### src/rtl/irq_pkg.sv
// -----------------------------------------------------------------------------
// irq_pkg
// Shared definitions for the 6809 interrupt arbiter slice:
//   - interrupt source IDs (UART, CH375, RTC)
//   - register offsets inside the arbiter's I/O slot
//   - arbiter state encoding
//   - arbitration helpers (fixed priority and round-robin search)
// -----------------------------------------------------------------------------
package irq_pkg;

  // Interrupt source IDs; ID 3 is never produced by the arbitration helpers.
  localparam logic [1:0] SRC_UART = 2'd0;
  localparam logic [1:0] SRC_CH   = 2'd1;
  localparam logic [1:0] SRC_RTC  = 2'd2;

  // Register offsets.
  localparam logic [1:0] REG_STATUS = 2'd0;
  localparam logic [1:0] REG_MASK   = 2'd1;
  localparam logic [1:0] REG_VECTOR = 2'd2;
  localparam logic [1:0] REG_RSVD   = 2'd3;

  typedef enum logic [1:0] {
    ST_IDLE    = 2'd0,
    ST_GRANT   = 2'd1,
    ST_RELEASE = 2'd2
  } irq_state_t;

  // Next source ID in the 0 -> 1 -> 2 -> 0 ring.
  function automatic logic [1:0] next_src(input logic [1:0] id);
    logic [1:0] nxt;
    case (id)
      SRC_UART: nxt = SRC_CH;
      SRC_CH:   nxt = SRC_RTC;
      default:  nxt = SRC_UART;
    endcase
    return nxt;
  endfunction

  // Pick the winning source. Round-robin starts the search one past the
  // last-grant pointer; fixed priority is RTC > UART > CH375 and ignores it.
  // With no request the result is don't-care and defaults to UART.
  function automatic logic [1:0] arb_pick(input logic [2:0] req,
                                          input logic [1:0] last_ptr,
                                          input logic       rr_en);
    logic [1:0] c0;
    logic [1:0] c1;
    logic [1:0] c2;
    logic [1:0] pick;
    c0 = next_src(last_ptr);
    c1 = next_src(c0);
    c2 = next_src(c1);
    if (rr_en) begin
      if (req[c0])      pick = c0;
      else if (req[c1]) pick = c1;
      else if (req[c2]) pick = c2;
      else              pick = SRC_UART;
    end else begin
      if (req[SRC_RTC])       pick = SRC_RTC;
      else if (req[SRC_UART]) pick = SRC_UART;
      else if (req[SRC_CH])   pick = SRC_CH;
      else                    pick = SRC_UART;
    end
    return pick;
  endfunction

endpackage

### src/rtl/irq_sync.sv
// -----------------------------------------------------------------------------
// irq_sync
// Multi-flop synchronizer for one active-low interrupt line. All stages reset
// to 1 so the line reads inactive straight out of reset.
// Ports:
//   i_eclk   - E clock
//   i_reset  - asynchronous active-low reset
//   din      - raw interrupt line (active-low)
//   dout     - synchronized line (active-low)
// -----------------------------------------------------------------------------
module irq_sync #(
  parameter int DEPTH = 2
) (
  input  logic i_eclk,
  input  logic i_reset,
  input  logic din,
  output logic dout
);

  logic [DEPTH-1:0] sr_r;

  // Shift the raw line through DEPTH flops.
  always_ff @(posedge i_eclk or negedge i_reset) begin
    if (!i_reset) begin
      sr_r <= {DEPTH{1'b1}};
    end else begin
      sr_r <= {sr_r[DEPTH-2:0], din};
    end
  end

  assign dout = sr_r[DEPTH-1];

endmodule

### src/rtl/irq_arbiter.sv
// -----------------------------------------------------------------------------
// irq_arbiter
// Merges three active-low interrupt sources (UART=0, CH375=1, RTC=2) onto the
// 6809 IRQ line and exposes STATUS / MASK / VECTOR registers. Reading VECTOR
// while an interrupt is presented acknowledges it.
// Build option:
//   IRQ_ROUND_ROBIN_EN - round-robin arbitration starting after the last
//                        completed grant; otherwise fixed RTC > UART > CH375.
// Ports:
//   i_eclk     - 6809 E clock, all state changes on its rising edge
//   i_reset    - asynchronous active-low reset
//   i_uartirq  - UART interrupt, active-low
//   i_chirq    - CH375 interrupt, active-low
//   i_rtcirq   - RTC interrupt, active-low
//   i_sel      - register select from the address decoder
//   i_rw       - 6809 R/W, 1 = read
//   i_addr     - register offset
//   i_data     - write data
//   o_data     - read data, 8'h00 unless selected for read
//   irq_n      - merged interrupt to the CPU, active-low
// -----------------------------------------------------------------------------
module irq_arbiter #(
  parameter int SYNC_STAGES = 2
) (
  input  logic       i_eclk,
  input  logic       i_reset,
  input  logic       i_uartirq,
  input  logic       i_chirq,
  input  logic       i_rtcirq,
  input  logic       i_sel,
  input  logic       i_rw,
  input  logic [1:0] i_addr,
  input  logic [7:0] i_data,
  output logic [7:0] o_data,
  output logic       irq_n
);

  import irq_pkg::*;

`ifdef IRQ_ROUND_ROBIN_EN
  localparam logic RR_EN = 1'b1;
`else
  localparam logic RR_EN = 1'b0;
`endif

  logic [2:0]  sync_s;
  logic [2:0]  req_s;
  logic [2:0]  mask_r;
  logic [1:0]  grant_id_r;
  logic [1:0]  last_ptr_r;
  logic [1:0]  winner_s;
  irq_state_t  state_r;
  logic        irq_n_r;
  logic        wr_mask_s;
  logic        ack_s;
  logic        grant_live_s;
  logic        unused_data_s;

  irq_sync #(.DEPTH(SYNC_STAGES)) u_sync_uart (
    .i_eclk  (i_eclk),
    .i_reset (i_reset),
    .din     (i_uartirq),
    .dout    (sync_s[SRC_UART])
  );

  irq_sync #(.DEPTH(SYNC_STAGES)) u_sync_ch (
    .i_eclk  (i_eclk),
    .i_reset (i_reset),
    .din     (i_chirq),
    .dout    (sync_s[SRC_CH])
  );

  irq_sync #(.DEPTH(SYNC_STAGES)) u_sync_rtc (
    .i_eclk  (i_eclk),
    .i_reset (i_reset),
    .din     (i_rtcirq),
    .dout    (sync_s[SRC_RTC])
  );

  // Synced lines are active-low; a request is an active, unmasked source.
  assign req_s         = ~sync_s & mask_r;
  assign winner_s      = arb_pick(req_s, last_ptr_r, RR_EN);
  assign grant_live_s  = req_s[grant_id_r];
  assign wr_mask_s     = i_sel & ~i_rw & (i_addr == REG_MASK);
  assign ack_s         = i_sel & i_rw & (i_addr == REG_VECTOR);
  // Only the low three MASK bits exist.
  assign unused_data_s = ^i_data[7:3];
  assign irq_n         = irq_n_r;

  // MASK register; writes to every other offset are dropped.
  always_ff @(posedge i_eclk or negedge i_reset) begin
    if (!i_reset) begin
      mask_r <= 3'b000;
    end else if (wr_mask_s) begin
      mask_r <= i_data[2:0];
    end else begin
      mask_r <= mask_r;
    end
  end

  // Grant state machine with registered irq_n. Acknowledge wins over a
  // same-edge withdrawal because it is tested first in GRANT.
  always_ff @(posedge i_eclk or negedge i_reset) begin
    if (!i_reset) begin
      state_r    <= ST_IDLE;
      grant_id_r <= SRC_UART;
      last_ptr_r <= SRC_RTC;
      irq_n_r    <= 1'b1;
    end else begin
      case (state_r)
        ST_IDLE: begin
          if (|req_s) begin
            grant_id_r <= winner_s;
            state_r    <= ST_GRANT;
            irq_n_r    <= 1'b0;
          end else begin
            irq_n_r    <= 1'b1;
          end
        end
        ST_GRANT: begin
          if (ack_s) begin
            state_r <= ST_RELEASE;
            irq_n_r <= 1'b1;
          end else if (!grant_live_s) begin
            // Withdrawn before service: pointer deliberately left alone.
            state_r <= ST_IDLE;
            irq_n_r <= 1'b1;
          end else begin
            irq_n_r <= 1'b0;
          end
        end
        ST_RELEASE: begin
          irq_n_r <= 1'b1;
          if (!grant_live_s) begin
            state_r    <= ST_IDLE;
            last_ptr_r <= grant_id_r;
          end else begin
            state_r    <= ST_RELEASE;
          end
        end
        default: begin
          state_r <= ST_IDLE;
          irq_n_r <= 1'b1;
        end
      endcase
    end
  end

  // Register read mux; VECTOR only carries a vector while an IRQ is presented.
  always_comb begin
    o_data = 8'h00;
    if (i_sel && i_rw) begin
      case (i_addr)
        REG_STATUS: o_data = {5'b00000, req_s};
        REG_MASK:   o_data = {5'b00000, mask_r};
        REG_VECTOR: begin
          if (state_r == ST_GRANT) begin
            o_data = {1'b1, 5'b00000, grant_id_r};
          end else begin
            o_data = 8'h00;
          end
        end
        default:    o_data = 8'h00;
      endcase
    end else begin
      o_data = 8'h00;
    end
  end

endmodule

### config.mk
export PLATFORM = sky130hd
export DESIGN_NAME = irq_arbiter
export DESIGN_NICKNAME = d
export VERILOG_FILES = /design/src/rtl/irq_pkg.sv /design/src/rtl/irq_sync.sv /design/src/rtl/irq_arbiter.sv
export SDC_FILE = /design/constraint.sdc
export NUM_CORES = 1
export LEC_CHECK = 0
export ABC_AREA = 1
export BUFFER_PORTS_ARGS = -buffer_cell sky130_fd_sc_hd__buf_2
export CORE_UTILIZATION = 49
export CTS_CLUSTER_DIAMETER = 200
export DETAILED_ROUTE_END_ITERATION = 16
export PLACE_DENSITY = 0.91
export SLEW_MARGIN = 25
export SYNTH_ARGS = -nofsm -noshare
export SYNTH_HDL_FRONTEND = slang
export SYNTH_SLANG_ARGS = --single-unit
### constraint.sdc
create_clock -name i_eclk -period 1.5 [get_ports i_eclk]
set_input_delay 0.15 -clock i_eclk [delete_from_list [all_inputs] [get_ports i_eclk]]
set_output_delay 0.15 -clock i_eclk [all_outputs]
set_load 0.01 [all_outputs]
==> flow_summary.json, run 1 <==
{
  "status": "finished, final reports clean",
  "yosysSeqAreaShare": 0.539,
  "endpoint": "o_data[1]",
  "crit_family": "flip-flops",
  "final_common_cell": "nand2_1",
  "mostFrequentLayoutCells": "18 x nand2_1, 16 x buf_2, 10 x inv_1",
  "cp.buffers_inverters": 2,
  "slowest_delay_ns": 0.38,
  "htreeDepth": 1,
  "start_kind": "register",
  "r2r-start": "u_sync_rtc.sr_r[1]$_DFF_PN1_",
  "crit_slowest_cell": "dfrtp_1",
  "die_h_um": 38.9,
  "die_w_um": 38.9,
  "finalMaxSlewViolations": 0,
  "power_leakage_nw": 0.448,
  "synth.cell_area_um2": 666,
  "setup_slack_ns": 0.124,
  "grt_first_pass_wirelength_um": 1760,
  "dp_cells": 110,
  "postCtsSetupBuffers": 0,
  "drc": 0,
  "drt-pass1-iter-count": 4,
  "grt_pass1_vias": 471,
  "viasPerCell": 4.53,
  "grt_usage": 0.174,
  "rows": 12,
  "fp.coreArea_um2": 1190,
  "end_kind": "primary output",
  "finalCriticalPeriod_ns": 1.38,
  "ios": 26,
  "numClockSinks": 14,
  "synth_cell_types": 17,
  "fin_worst_skew_ns": 0.00464,
  "tns_ns": 0,
  "path_clk_slew_ns": 0.08,
  "avgSynthCellArea_um2": 8.22,
  "hold_class": "input port to register",
  "insertion_delay_ns": 0.27,
  "final_cells": 118,
  "grt_max_degree": 15,
  "required_ns": 1.35,
  "yosys_register_bits": 14,
  "antenna_found_initial": 0,
  "worstPathCellList": "inv_2 -> nand2_1 -> nor2_2 -> a21oi_1 -> nor2_1 -> buf_2",
  "dpl_worst_slack_ns": 0.359,
  "hpwl_um": 858,
  "hold_viol": 0,
  "gr-total-overflow": 0,
  "setup_violations": 0,
  "diodes": 0,
  "drv_cap": 0,
  "gp_congestion": 0.722,
  "antenna_left": 0,
  "power.density_nw_per_um2": 1280,
  "portBuffers": 16,
  "finalCritPeriodShare": 0.917,
  "cts_made_buffers": 3,
  "crit_cells": 6,
  "r2r_slack_ns": 0.39,
  "final_nets": 122,
  "rsz0062_at_grt": "no",
  "crit_arrival_ns": 1.23,
  "drive_gt1_frac": 0.356,
  "final_area_um2": 813,
  "clock_path_buffers": 2,
  "path_class": "register to primary output",
  "die_area_um2": 1510,
  "start_util": 0.561,
  "wl_per_cell_um": 8.72,
  "yosysWarnings": 0,
  "reg2reg_to": "state_r[0]$_DFFE_PN0P_",
  "worstPathMaxFanout": 4,
  "routed-via-count": 535,
  "max_freq_ghz": 0.727,
  "dpl_cell_area_um2": 744,
  "drt_iter0_drc": 9,
  "vdd_ir_drop_max_mv": 0.925,
  "root_buffer": "clkbuf_4",
  "worst_r2r_path_depth": 5,
  "syn_to_final_growth_pct": 22.2,
  "drt_wl_total_um": 1030,
  "synth_cells": 81,
  "whs_ns": 0.133,
  "crit_start": "state_r[1]$_DFFE_PN0P_",
  "cts_tree": "built"
}
-- worst min path at each step --
stage                                      to  depth (start not counted)  slack (ns)  startpoint
finish                  mask_r[0]$_DFFE_PN0P_                          3        0.13   i_data[0]
global placement        mask_r[2]$_DFFE_PN0P_                          1        0.04     i_reset
CTS                     mask_r[0]$_DFFE_PN0P_                          3        0.12   i_data[0]
floorplan           grant_id_r[0]$_DFFE_PN0P_                          0       -0.15     i_reset
global route            mask_r[0]$_DFFE_PN0P_                          3        0.14   i_data[0]
detailed placement      mask_r[2]$_DFFE_PN0P_                          1        0.05     i_reset
-- metal layers --
| metal | vias up | GRT usage | routed length [um] | share of wire |
|---|---|---|---|---|
| li1 | 283 | - | - | - |
| met1 | 237 | 0.220 | 499 | 0.48 |
| met2 | 15 | 0.300 | 495 | 0.48 |
| met3 | 0 | 0.0173 | 33 | 0.032 |
| met4 | 0 | 0.0776 | 0 | 0 |
| met5 | - | 0 | 0 | 0 |
-- registers in the layout, summed over array words and instances (netlist names) --
register,count
irq_n,1
u_sync_ch.sr_r,2
state_r,2
u_sync_uart.sr_r,2
grant_id_r,2
u_sync_rtc.sr_r,2
mask_r,3
-- kinds of logic after synthesis --
family	count (synthesis)	synth area share
AND/OR/NAND/NOR	36	0.231
buffers and inverters	19	0.130
flip-flops	14	0.539
AO/OA/AOI/OAI	11	0.0940
other	1	0.00563
-- power by group --
part | leakage [nW] | switching (mW) | internal (mW)
sequential | 0.163 | 0.0710 | 0.469
combinational | 0.270 | 0.177 | 0.118
clock | 0.0150 | 0.103 | 0.103
total | 0.448 | 0.351 | 0.690
-- metrics by stage --
stage	power, mW	utilization
6_report	1.04	0.686
5_1_grt	1.13	0.686
4_1_cts	1.05	0.684
3_5_place_dp	0.832	0.628
3_3_place_gp	0.818	0.628
2_1_floorplan	0.755	-
-- worst min-delay path, stage by stage --
cell and delay, ns:
buf_2 0.10, inv_1 0.04, o21ai_0 0.07
-- final cells by class --
class	instances	area [um2]
Tap cell	14	17.5
Fill cell	93	373
Timing Repair Buffer	20	120
Sequential cell	14	359
Clock buffer	4	26.3
Inverter	15	56.3
Multi-Input combinational cell	51	234
-- what timing repair did --
action	in CTS	in global routing
endpoints found under the hold margin	10	0
endpoints found under the setup margin	0	2
hold buffers	4	0
gates resized for setup	0	2
-- synth_stat cells --
master / number / area, um2
nand2_1: 18 / 67.6
inv_1: 11 / 41.3
nor2_1: 8 / 30.0
dfrtp_1: 7 / 175
dfstp_2: 7 / 184
a21oi_1: 5 / 25.0
nand3_1: 5 / 25.0
buf_4: 4 / 30.0
o21ai_0: 4 / 20.0
inv_2: 3 / 11.3
nand2_2: 3 / 18.8
a21oi_2: 1 / 8.76
clkinv_1: 1 / 3.75
conb_1: 1 / 3.75
nand4_1: 1 / 6.26
nor2_2: 1 / 6.26
o21ai_2: 1 / 8.76
Power figures use the tool's default switching activity.
==> run 2: changes to the inputs <==
==> constraint.sdc (replaced) <==
create_clock -name i_eclk -period 1.6 [get_ports i_eclk]
set_input_delay 0.16 -clock i_eclk [delete_from_list [all_inputs] [get_ports i_eclk]]
set_output_delay 0.16 -clock i_eclk [all_outputs]
set_load 0.01 [all_outputs]
==> run 2 against run 1 <==
Register-to-register slack improved by 0.10 ns; count of clock-buffer cells in the layout is the same; clock skew decreased by 0.0032 ns.
==> flow_summary.json, run 2 (same netlist as run 1, synthesis figures left out) <==
{
  "required_ns": 1.44,
  "path_clk_slew_ns": 0.08,
  "fp.coreArea_um2": 1190,
  "whs_ns": 0.144,
  "rsz0062_at_grt": "no",
  "rows": 12,
  "hp-start": "i_data[0]",
  "antenna_left": 0,
  "path_class": "register to primary output",
  "tns_ns": 0,
  "mostFrequentLayoutCells": "18 x nand2_1, 16 x buf_2, 11 x inv_1",
  "gp_congestion": 0.722,
  "syn_to_final_growth_pct": 23.3,
  "finalCriticalPeriod_ns": 1.44,
  "finalCritPeriodShare": 0.901,
  "vdd_ir_drop_max_mv": 0.770,
  "viasPerCell": 4.64,
  "drt-pass1-iter-count": 4,
  "numClockSinks": 14,
  "hold_viol": 0,
  "setup_violations": 0,
  "power.density_nw_per_um2": 1240,
  "cts_made_buffers": 3,
  "drv_cap": 0,
  "diodes": 0,
  "fin_worst_skew_ns": 0.00141,
  "die_w_um": 38.9,
  "power_mw": 1.02,
  "drive_gt1_frac": 0.346,
  "worstPathCellList": "inv_1 -> nand2_1 -> nor2_1 -> a21oi_1 -> nor2_1 -> buf_2",
  "insertion_delay_ns": 0.26,
  "portBuffers": 16,
  "final_nets": 122,
  "clock_path_buffers": 2,
  "finalMaxSlewViolations": 0,
  "crit_arrival_ns": 1.28,
  "wl_per_cell_um": 8.92,
  "antenna_found_initial": 0,
  "grt_max_degree": 15,
  "power_leakage_nw": 0.454,
  "grt_pass1_vias": 475,
  "htreeDepth": 1,
  "largest_register": "mask_r",
  "final_common_cell": "nand2_1",
  "critPathMostFrequentCell": "nor2_1",
  "die_h_um": 38.9,
  "regArea_um2": 359,
  "hold_class": "input port to register",
  "cts_tree": "built",
  "drt_wl_total_um": 1050,
  "ios": 26,
  "grt_first_pass_wirelength_um": 1800,
  "fillerInstances": 98,
  "cts_resized": 0,
  "multi_input_area_um2": 231,
  "crit_slowest_cell": "dfrtp_1",
  "hpwl_um": 885,
  "gr-total-overflow": 0,
  "status": "finished, final reports clean",
  "largest_reg_flops": 3,
  "r2r-start": "u_sync_rtc.sr_r[1]$_DFF_PN1_",
  "root_buffer": "clkbuf_4",
  "slowest_delay_ns": 0.37,
  "die_area_um2": 1510,
  "cp.buffers_inverters": 2,
  "crit_family": "flip-flops",
  "start_util": 0.561,
  "drc": 0,
  "start_kind": "register",
  "routed-via-count": 548,
  "grt_usage": 0.172,
  "max_freq_ghz": 0.694,
  "drt_iter0_drc": 10,
  "crit_start": "state_r[1]$_DFFE_PN0P_",
  "worstPathMaxFanout": 4,
  "end_kind": "primary output"
}
## run 2: cell counts in the layout (fill, tap and decap cells not counted)
Identical to the previous run, type by type.
## run 2: worst register-to-register path: stages (launching register included)
cell and delay [ns]:
dfstp_2 0.54, inv_1 0.05, nand2_1 0.08, nand2_1 0.09, a21oi_2 0.16, nand2_2 0.08
## run 2: routing by layer
| metal | GRT usage | wire [um] | vias to the layer above |
|---|---|---|---|
| met4 | 0.0517 | 4 | 0 |
| met1 | 0.213 | 491 | 249 |
| met5 | 0 | 0 | - |
| li1 | - | - | 282 |
| met3 | 0.0173 | 32 | 2 |
| met2 | 0.313 | 524 | 15 |
## run 2: repair_timing
item | CTS | global route
hold endpoints to repair | 10 | 0
setup buffers | 0 | 0
hold buffers | 4 | 0
## run 2: cell type report
cell class | count | share of cell area
flip-flops and latches | 14 | 0.437
multi-input cells | 51 | 0.282
repair buffers | 20 | 0.146
inverters | 15 | 0.0686
clock buffers | 4 | 0.0442
well taps | 14 | 0.0213
## run 2: worst paths after layout
kind	end	cells past startpoint	slack [ns]
hold reg to reg	u_sync_ch.sr_r[1]$_DFF_PN1_	0	0.36
min in group asynchronous	grant_id_r[1]$_DFFE_PN0P_	2	0.30
setup reg to reg	state_r[0]$_DFFE_PN0P_	5	0.49
hold / removal	mask_r[0]$_DFFE_PN0P_	3	0.14
max in group asynchronous	u_sync_ch.sr_r[0]$_DFF_PN1_	2	1.03
setup / recovery	o_data[0]	6	0.16
## run 2: per-stage QoR
| step | std cells | utilization | cell area, um2 | setup slack [ns] |
|---|---|---|---|---|
| floorplan | 84 | - | 677 | 0.566 |
| global placement | 110 | 0.628 | 744 | 0.500 |
| detailed placement | 110 | 0.628 | 744 | 0.453 |
| CTS | 118 | 0.692 | 821 | 0.146 |
| global route | 118 | 0.692 | 821 | 0.0109 |
| finish | 118 | 0.692 | 821 | 0.158 |
## run 2: report_power, final
part | switching [mW] | total (mW) | internal (mW)
clock | 0.0970 | 0.235 | 0.138
sequential | 0.0660 | 0.506 | 0.440
combinational | 0.166 | 0.276 | 0.110
==> run 3: changes to the inputs <==
--- a/config.mk
+++ b/config.mk
@@ -15,3 +15,4 @@
 export SYNTH_ARGS = -nofsm -noshare
 export SYNTH_HDL_FRONTEND = slang
 export SYNTH_SLANG_ARGS = --single-unit
+export TNS_END_PERCENT = 1
==> constraint.sdc (replaced) <==
create_clock -name i_eclk -period 1.6 [get_ports i_eclk]
set_input_delay 0.08 -clock i_eclk [delete_from_list [all_inputs] [get_ports i_eclk]]
set_output_delay 0.08 -clock i_eclk [all_outputs]
set_load 0.01 [all_outputs]
==> run 3 against run 2 <==
Clock power fell by 18%; first-iteration DRC count fell by 10%; non-clock buffer count unchanged; power shrank 4.4%; flip-flop and latch count unchanged; clock skew rose by 0.0032 ns; sequential share of layout area grew 0.54 points; routed wire length shrank 2.4%; largest power group unchanged.
==> flow_summary.json, run 3 (same netlist as run 1, synthesis figures left out) <==
{
  "die_h_um": 38.9,
  "final_nets": 122,
  "largest_register": "mask_r",
  "crit_slowest_cell": "dfrtp_1",
  "power_leakage_nw": 0.448,
  "drt_iter0_drc": 9,
  "grt_first_pass_wirelength_um": 1760,
  "cts_resized": 0,
  "rsz0062_at_grt": "no",
  "required_ns": 1.52,
  "htreeDepth": 1,
  "crit_family": "flip-flops",
  "fillerInstances": 93,
  "viasPerCell": 4.52,
  "drc": 0,
  "finalCriticalPeriod_ns": 1.36,
  "ios": 26,
  "portBuffers": 16,
  "start_util": 0.561,
  "dp_cells": 110,
  "end_kind": "primary output",
  "ctsHoldBuffers": 4,
  "root_buffer": "clkbuf_4",
  "die_w_um": 38.9,
  "tns_ns": 0,
  "clock_path_buffers": 2,
  "finalMaxSlewViolations": 0,
  "drt-pass1-iter-count": 4,
  "final_common_cell": "nand2_1",
  "hold_class": "input port to register",
  "max_freq_ghz": 0.733,
  "power.density_nw_per_um2": 1200,
  "drv_cap": 0,
  "gr-total-overflow": 0,
  "hpwl_um": 858,
  "syn_to_final_growth_pct": 21.8,
  "die_area_um2": 1510,
  "worstPathMaxFanout": 4,
  "drive_gt1_frac": 0.337,
  "largest_reg_flops": 3,
  "grt_pass1_vias": 471,
  "finalCritPeriodShare": 0.853,
  "postCtsSetupBuffers": 0,
  "mostFrequentLayoutCells": "18 x nand2_1, 16 x buf_2, 11 x inv_1",
  "fin_worst_skew_ns": 0.00464,
  "start_kind": "register",
  "crit_arrival_ns": 1.28,
  "path_class": "register to primary output",
  "critPathMostFrequentCell": "nor2_1",
  "wl_per_cell_um": 8.70,
  "cts_made_buffers": 3,
  "path_clk_slew_ns": 0.08,
  "final_cells": 118,
  "grt_max_degree": 15,
  "gp_congestion": 0.722,
  "rows": 12,
  "fp.coreArea_um2": 1190,
  "status": "finished, final reports clean",
  "setup_violations": 0,
  "numClockSinks": 14,
  "drt_wl_total_um": 1030,
  "antenna_found_initial": 0,
  "grt_usage": 0.174,
  "cp.buffers_inverters": 2,
  "vdd_ir_drop_max_mv": 0.865,
  "insertion_delay_ns": 0.27,
  "antenna_left": 0,
  "diodes": 0,
  "routed-via-count": 533,
  "hold_viol": 0,
  "slowest_delay_ns": 0.37,
  "worstPathCellList": "inv_1 -> nand2_1 -> nor2_1 -> a21oi_1 -> nor2_1 -> buf_2",
  "power_uw": 973,
  "cts_tree": "built"
}
[run 3: per-layer routing]
layer  routed length (um)  track usage
met5                    0            0
met4                    0       0.0776
met3                   33       0.0173
met2                  495        0.300
met1                  498        0.220
[run 3: worst register-to-register path: stages (launching register included)]
cell,delay [ns]
dfstp_2,0.54
inv_1,0.05
nand2_1,0.08
nand2_1,0.09
a21oi_2,0.16
nand2_2,0.08
[run 3: worst paths after layout]
| kind | from | end | slack (ns) | cells past startpoint |
|---|---|---|---|---|
| max | state_r[1]$_DFFE_PN0P_ | o_data[1] | 0.24 | 6 |
| min | i_data[0] | mask_r[0]$_DFFE_PN0P_ | 0.06 | 3 |
| max reg2reg | u_sync_rtc.sr_r[1]$_DFF_PN1_ | state_r[0]$_DFFE_PN0P_ | 0.49 | 5 |
| min reg2reg | u_sync_ch.sr_r[0]$_DFF_PN1_ | u_sync_ch.sr_r[1]$_DFF_PN1_ | 0.36 | 0 |
| max in group asynchronous | i_reset | u_sync_uart.sr_r[1]$_DFF_PN1_ | 1.11 | 2 |
| min in group asynchronous | i_reset | grant_id_r[0]$_DFFE_PN0P_ | 0.21 | 2 |
[run 3: final cells by class]
type / instances / area (um2) / share of cell area
clock buffer: 4 / 26.3 / 0.0324
inverter: 15 / 56.3 / 0.0694
multi-input combinational: 51 / 231 / 0.285
sequential: 14 / 359 / 0.443
tap: 14 / 17.5 / 0.0216
timing repair buffer: 20 / 120 / 0.148
[run 3: power breakdown]
group	total [mW]	internal [mW]	switching, mW
Combinational	0.274	0.110	0.164
Sequential	0.506	0.440	0.0664
Clock	0.193	0.0964	0.0963
Total	0.973	0.646	0.327
[run 3: per-stage QoR]
step | hold WS [ns] | worst slack [ns] | cell area (um2) | util
CTS | 0.0529 | 0.221 | 811 | 0.684
global placement | -0.0264 | 0.512 | 744 | 0.628
finish | 0.0632 | 0.236 | 811 | 0.684
detailed placement | -0.0219 | 0.502 | 744 | 0.628
floorplan | -0.216 | 0.566 | 677 | -
global route | 0.0721 | 0.120 | 811 | 0.684
